**config.mk**
```make
export PLATFORM = sky130hd
export DESIGN_NAME = rf_write_port_arbiter
export DESIGN_NICKNAME = d
export VERILOG_FILES = /design/src/rtl/rf_write_port_arbiter.sv
export SDC_FILE = /design/constraint.sdc
export NUM_CORES = 1
export LEC_CHECK = 0
export CORE_ASPECT_RATIO = 0.8
export CORE_MARGIN = 3
export CORE_UTILIZATION = 45
export CTS_BUF_LIST = sky130_fd_sc_hd__clkbuf_8
export DETAILED_ROUTE_END_ITERATION = 8
export HOLD_SLACK_MARGIN = 0.02
export PLACE_DENSITY_LB_ADDON = 0.08
export SYNTH_ARGS = -nofsm -noshare
export SYNTH_HDL_FRONTEND = slang
export SYNTH_SLANG_ARGS = --single-unit
```
**constraint.sdc**
```tcl
create_clock -name clk -period 4.8 [get_ports clk]
set_input_delay 0.48 -clock clk [delete_from_list [all_inputs] [get_ports clk]]
set_output_delay 0.48 -clock clk [all_outputs]
set_load 0.01 [all_outputs]
```
**src/rtl/rf_write_port_arbiter.sv**
```systemverilog
// rf_write_port_arbiter
//   Shares the single register-file write port between the in-order
//   writeback stage (WB) and the multiply/divide unit (MD). MD results are
//   buffered in a small FIFO. A WB write to a register that still has an older
//   MD write queued is held back until that MD write has landed. A FIFO head
//   that has been denied MAX_WAIT times is forced onto the port.
//
// Parameters
//   DEPTH     MD result FIFO entries (power of two, >= 2)
//   MAX_WAIT  denials tolerated before the FIFO head is forced onto the port
//
// Ports
//   clk, reset            clock (posedge) and asynchronous active-high reset
//   wb_valid/addr/data    WB result for this cycle
//   wb_stall              WB must hold its result this cycle (combinational)
//   md_valid/addr/data    MD result offered; transfers when md_ready is high
//   md_ready              FIFO not full
//   rf_we/waddr/wdata     registered register-file write port
//   pending_mask          bit i set iff a valid FIFO entry targets register i
module rf_write_port_arbiter #(
  parameter int unsigned DEPTH    = 2,
  parameter int unsigned MAX_WAIT = 4
) (
  input  logic        clk,
  input  logic        reset,
  input  logic        wb_valid,
  input  logic [4:0]  wb_addr,
  input  logic [31:0] wb_data,
  output logic        wb_stall,
  input  logic        md_valid,
  input  logic [4:0]  md_addr,
  input  logic [31:0] md_data,
  output logic        md_ready,
  output logic        rf_we,
  output logic [4:0]  rf_waddr,
  output logic [31:0] rf_wdata,
  output logic [31:0] pending_mask
);

  localparam int unsigned PTR_W = (DEPTH > 1) ? $clog2(DEPTH) : 1;
  localparam int unsigned CNT_W = $clog2(DEPTH + 1);
  localparam int unsigned SW    = (MAX_WAIT > 0) ? $clog2(MAX_WAIT + 1) : 1;

  localparam logic [CNT_W-1:0] FULL_CNT = CNT_W'(DEPTH);
  localparam logic [SW-1:0]    WAIT_MAX = SW'(MAX_WAIT);

  // FIFO storage
  logic [4:0]       fifo_addr_q [DEPTH];
  logic [4:0]       fifo_addr_d [DEPTH];
  logic [31:0]      fifo_data_q [DEPTH];
  logic [31:0]      fifo_data_d [DEPTH];
  logic [DEPTH-1:0] fifo_vld_q;
  logic [DEPTH-1:0] fifo_vld_d;

  logic [PTR_W-1:0] wr_ptr_q, wr_ptr_d;
  logic [PTR_W-1:0] rd_ptr_q, rd_ptr_d;
  logic [CNT_W-1:0] count_q,  count_d;
  logic [SW-1:0]    starve_q, starve_d;

  logic        rf_we_q,    rf_we_d;
  logic [4:0]  rf_waddr_q, rf_waddr_d;
  logic [31:0] rf_wdata_q, rf_wdata_d;

  // Request / grant signals
  logic wb_req;
  logic head_req;
  logic force_head;
  logic conflict;
  logic grant_head;
  logic grant_wb;
  logic enq;
  logic [31:0] pend;

  // Pending mask is derived from registered entry state only, so it changes
  // on the edge after an enqueue or dequeue.
  always_comb begin
    pend = '0;
    for (int unsigned i = 0; i < DEPTH; i++) begin
      if (fifo_vld_q[i]) begin
        pend[fifo_addr_q[i]] = 1'b1;
      end
    end
  end

  always_comb begin
    wb_req     = wb_valid && (wb_addr != 5'd0);
    head_req   = (count_q != '0);
    force_head = head_req && (starve_q == WAIT_MAX);
    // A queued MD write is older than the current WB write; it must land first.
    conflict   = wb_req && pend[wb_addr];
    grant_head = force_head || conflict || (head_req && !wb_req);
    grant_wb   = wb_req && !force_head && !conflict;
    md_ready   = (count_q != FULL_CNT);
    // Results for r0 are swallowed at the handshake and never buffered.
    enq        = md_valid && md_ready && (md_addr != 5'd0);
  end

  // FIFO next state
  always_comb begin
    fifo_addr_d = fifo_addr_q;
    fifo_data_d = fifo_data_q;
    fifo_vld_d  = fifo_vld_q;
    wr_ptr_d    = wr_ptr_q;
    rd_ptr_d    = rd_ptr_q;
    count_d     = count_q;

    if (grant_head) begin
      fifo_vld_d[rd_ptr_q] = 1'b0;
      rd_ptr_d             = rd_ptr_q + 1'b1;
    end
    if (enq) begin
      fifo_addr_d[wr_ptr_q] = md_addr;
      fifo_data_d[wr_ptr_q] = md_data;
      fifo_vld_d[wr_ptr_q]  = 1'b1;
      wr_ptr_d              = wr_ptr_q + 1'b1;
    end

    case ({enq, grant_head})
      2'b10:   count_d = count_q + 1'b1;
      2'b01:   count_d = count_q - 1'b1;
      default: count_d = count_q;
    endcase
  end

  // Starvation counter
  always_comb begin
    starve_d = starve_q;
    if (!head_req || grant_head) begin
      starve_d = '0;
    end else if (starve_q != WAIT_MAX) begin
      starve_d = starve_q + 1'b1;
    end
  end

  // Output register next state; address/data hold when idle
  always_comb begin
    rf_we_d    = grant_head || grant_wb;
    rf_waddr_d = rf_waddr_q;
    rf_wdata_d = rf_wdata_q;
    if (grant_head) begin
      rf_waddr_d = fifo_addr_q[rd_ptr_q];
      rf_wdata_d = fifo_data_q[rd_ptr_q];
    end else if (grant_wb) begin
      rf_waddr_d = wb_addr;
      rf_wdata_d = wb_data;
    end
  end

  always_ff @(posedge clk or posedge reset) begin
    if (reset) begin
      for (int unsigned i = 0; i < DEPTH; i++) begin
        fifo_addr_q[i] <= '0;
        fifo_data_q[i] <= '0;
      end
      fifo_vld_q <= '0;
      wr_ptr_q   <= '0;
      rd_ptr_q   <= '0;
      count_q    <= '0;
      starve_q   <= '0;
      rf_we_q    <= 1'b0;
      rf_waddr_q <= '0;
      rf_wdata_q <= '0;
    end else begin
      fifo_addr_q <= fifo_addr_d;
      fifo_data_q <= fifo_data_d;
      fifo_vld_q  <= fifo_vld_d;
      wr_ptr_q    <= wr_ptr_d;
      rd_ptr_q    <= rd_ptr_d;
      count_q     <= count_d;
      starve_q    <= starve_d;
      rf_we_q     <= rf_we_d;
      rf_waddr_q  <= rf_waddr_d;
      rf_wdata_q  <= rf_wdata_d;
    end
  end

  assign wb_stall     = wb_req && (force_head || conflict);
  assign rf_we        = rf_we_q;
  assign rf_waddr     = rf_waddr_q;
  assign rf_wdata     = rf_wdata_q;
  assign pending_mask = pend;

endmodule

```
==> flow_metrics.py <==
metrics = {
    "layout": {
        "final_area_um2": 8610,
        "nets": 783,
        "drive_above_1_share_pct": 24.6,
        "n_fill_cell": 1186,
        "areaGrowthSynthToFinish_pct": 29.0,
        "diodes": 0,
    },
    "synth": {
        "avgSynthCellArea_um2": 11.3,
        "synthMuxAreaShare_pct": 19.9,
        "synthXorXnorAreaFrac_pct": 0.525,
        "synth_nets": 673,
        "ys.flop_type": "dfrtp_1",
        "ys_seq_elements": 121,
        "synth_edf_count": 0,
        "synth_cell_types": 51,
        "yosysTopAreaCell": "dfrtp_1",
        "synth_top_family_by_area": "compound AO/OA/AOI/OAI gates",
        "syn_inst": 592,
        "yosys.area_share.adder_pct": 0.562,
        "yosys.area_share.simple_pct": 8.32,
        "synth_compound_area_share_pct": 20.0,
        "synth_area_leaders": "dfrtp_1 45%, mux2_2 19%, o22ai_1 6.5%",
        "synthArstFlopShare_pct": 100,
        "synth_area_um2": 6680,
        "yosys.area.top_type_share_pct": 45.4,
        "ys_warn_count": 0,
        "ys_seq_area_share_pct": 45.4,
    },
    "worst_setup_path": {
        "worst-path-max-fanout": 21,
        "r2r_slack_ns": 1.11,
        "start_kind": "flop",
        "r2r_cells": 12,
        "cp_slowest_cell": "o22a_1",
        "crit_cells": 8,
        "worstPathArrival_ns": 3.71,
        "worstReg2RegEnd": "count_q[1]",
        "worst-setup-path-type": "flop to output pin",
        "max_stage_delay_ns": 0.63,
        "end_kind": "output pin",
        "crit_chain": "nand4bb_1 -> o22ai_1 -> mux4_2 -> and2_1 -> o22a_1 -> and2_2 -> o21a_1 -> clkdlybuf4s50_1",
        "crit_end": "wb_stall",
        "required_ns": 4.32,
        "crit_start": "fifo_vld_q[0]",
        "critPathBufInv": 1,
        "cp_top_family": "compound AO/OA/AOI/OAI gates",
        "r2r_start": "fifo_addr_q[5]",
    },
    "place": {
        "dpl.hpwl_mm": 13.0,
        "post-place-ws_ns": 0.903,
        "port_buffers": 149,
        "dpl_cell_area_um2": 8190,
        "gp_congestion": 0.910,
    },
    "timing": {
        "fin_setup_tns_ns": 0,
        "maxSlewHeadroom_pct": 25.0,
        "grt_setup_unrepaired": "no",
        "fin_ws_ns": 0.610,
        "setup_viol": 0,
        "clock_skew_ns": 0.0112,
        "fmax_mhz": 239,
        "tightestPinTransition_ns": 1.12,
        "hold_viol": 0,
        "drv_slew": 0,
        "fin_crit_sh_pct": 87.3,
        "post-route-min-period_ns": 4.19,
    },
    "global_route": {
        "grt_pass1_vias": 5694,
        "grt_max_degree": 59,
        "grt_pass1_wl_mm": 31.4,
        "grt_usage_pct": 24.5,
        "grt-ovfl-total": 0,
        "grt_antenna_before_repair": 0,
    },
    "die": {
        "initial_core_util_pct": 46.4,
        "dieArea_um2": 16300,
        "core_um2": 14400,
        "num_io_pins": 150,
        "num_rows": 39,
        "die_w_um": 142,
        "die_h_um": 115,
    },
    "clock_tree": {
        "cts-htree-levels": 4,
        "cts_tree": "yes",
        "cts_sinks": 121,
        "clk_pin_slew_ns": 0.08,
        "postCtsSetupRepairBufs": 0,
        "cts_resized": 0,
        "numCtsBuffers": 17,
        "ctsRootBufferMaster": "clkbuf_8",
        "cts_buffer_depth": 2,
        "cts-hold-fix-buffers": 0,
        "clock_latency_ns": 0.45,
    },
    "route": {
        "ant_nets": 0,
        "drt_pass1_iterations": 7,
        "drcViolationCount": 0,
        "vias_per_cell": 6.21,
        "vias": 5574,
        "wl_per_cell_um": 22.0,
        "wl_mm": 19.7,
        "drt-initial-drc-count": 435,
    },
    "outcome": {
        "status": "finished clean",
    },
    "power_and_ir_drop": {
        "power_density_nw_per_um2": 638,
        "peakVddDrop_mv": 0.290,
        "p_leak_nw": 3.20,
    },
    "worst_hold_path": {
        "hold_path.class": "primary input to asynchronous set/reset pin",
    },
    "flow_run": {
        "cap_violations": 0,
    },
}
logic make-up after synthesis:
logic type,Yosys count
flops,121
mux,115
buf+inv,77
xor+xnor,4
fa+ha+maj,3
compound gates,171
simple gates,101
placed cells by master, fill, tap and decap left out, types with 12 or more instances in the layout:
cell | netlist | layout
clkdlybuf4s50_1 | 0 | 149
a211oi_1 | 27 | 27
o221ai_1 | 12 | 12
o22ai_1 | 69 | 69
dfrtp_1 | 121 | 120
mux2_2 | 111 | 111
a2111oi_0 | 27 | 27
clkbuf_8 | 0 | 20
nor2_1 | 42 | 42
metal layers:
layer | GRT usage, % | wire length (um) | vias to the layer above
li1 | - | - | 2524
met1 | 34.7 | 9090 | 2791
met2 | 37.3 | 8870 | 240
met3 | 6.69 | 1580 | 19
met4 | 6.59 | 200 | 0
met5 | 0 | 0 | -
layout make-up:
type / instances / area (um2) / share of cell area [%]
flip-flops and latches: 121 / 3030 / 35.2
multi-input cells: 394 / 3320 / 38.6
clock buffers: 20 / 275 / 3.20
repair buffers: 158 / 1570 / 18.2
clock inverters: 11 / 145 / 1.69
inverters: 10 / 40.0 / 0.465
well taps: 184 / 230 / 2.67
worst min-delay path by stage:
| stage | from | endpoint | slack [ns] | cells past startpoint |
|---|---|---|---|---|
| 3_3_place_gp | starve_q[0] | starve_q[0] | 0.46 | 1 |
| 3_5_place_dp | starve_q[0] | starve_q[0] | 0.47 | 1 |
| 6_report | reset | fifo_data_q[17] | 0.39 | 2 |
| 5_1_grt | reset | fifo_data_q[17] | 0.42 | 2 |
| 4_1_cts | reset | fifo_data_q[17] | 0.39 | 2 |
| 2_1_floorplan | starve_q[0] | starve_q[0] | 0.44 | 1 |
stage by stage:
step / power [mW] / utilization, % / hold WS (ns) / cells
4_1_cts: 5.52 / 59.8 / 0.386 / 898
5_1_grt: 5.84 / 59.8 / 0.424 / 898
3_5_place_dp: 4.52 / 56.9 / 0.472 / 867
2_1_floorplan: 3.58 / - / 0.438 / 592
3_3_place_gp: 4.43 / 56.9 / 0.465 / 867
6_report: 5.50 / 59.8 / 0.390 / 898
flip-flops by register name, summed over array words and instances, names as in the netlist:
| name | flops |
|---|---|
| fifo_vld_q | 2 |
| fifo_addr_q | 10 |
| fifo_data_q | 64 |
| starve_q | 3 |
| rf_waddr | 5 |
| rf_wdata | 32 |
| rf_we | 1 |
| count_q | 2 |
| rd_ptr_q | 1 |
| wr_ptr_q | 1 |
worst reg2reg max path, delay by kind of cell, from the launching register on:
kind	cells	cell delay, ns
compound gates	3	1.03
simple gates	3	0.69
mux	1	0.49
buf+inv	2	0.46
flops	1	0.42
xor+xnor	2	0.29
fa+ha+maj	1	0.20
cells in the mapped netlist (2+ instances only):
| cell | number |
|---|---|
| o221ai_1 | 12 |
| nor2_1 | 42 |
| xnor2_1 | 3 |
| mux4_2 | 3 |
| buf_6 | 3 |
| ha_1 | 3 |
| inv_1 | 10 |
| and2_1 | 5 |
| nand4_1 | 7 |
| clkbuf_2 | 3 |
| dfrtp_1 | 121 |
| nand3_1 | 2 |
| or4b_1 | 2 |
| a2111oi_0 | 27 |
| nor3_1 | 2 |
| o2111ai_1 | 4 |
| nand4bb_1 | 5 |
| nand2_1 | 12 |
| mux2_2 | 111 |
| clkbuf_1 | 38 |
| buf_2 | 18 |
| a2111oi_1 | 10 |
| a211oi_2 | 10 |
| nand2b_1 | 6 |
| or2_2 | 3 |
| buf_4 | 5 |
| o22ai_1 | 69 |
| a211oi_1 | 27 |
| nor2b_1 | 2 |
| nand4b_1 | 6 |
where the power goes:
part / switching (mW) / leakage, nW / internal [mW] / total, mW
Combinational: 1.18 / 1.59 / 1.35 / 2.54
Clock: 0.426 / 0.213 / 0.552 / 0.979
Sequential: 0.444 / 1.40 / 1.54 / 1.98
Note: power is estimated with default switching activity, not from simulation.
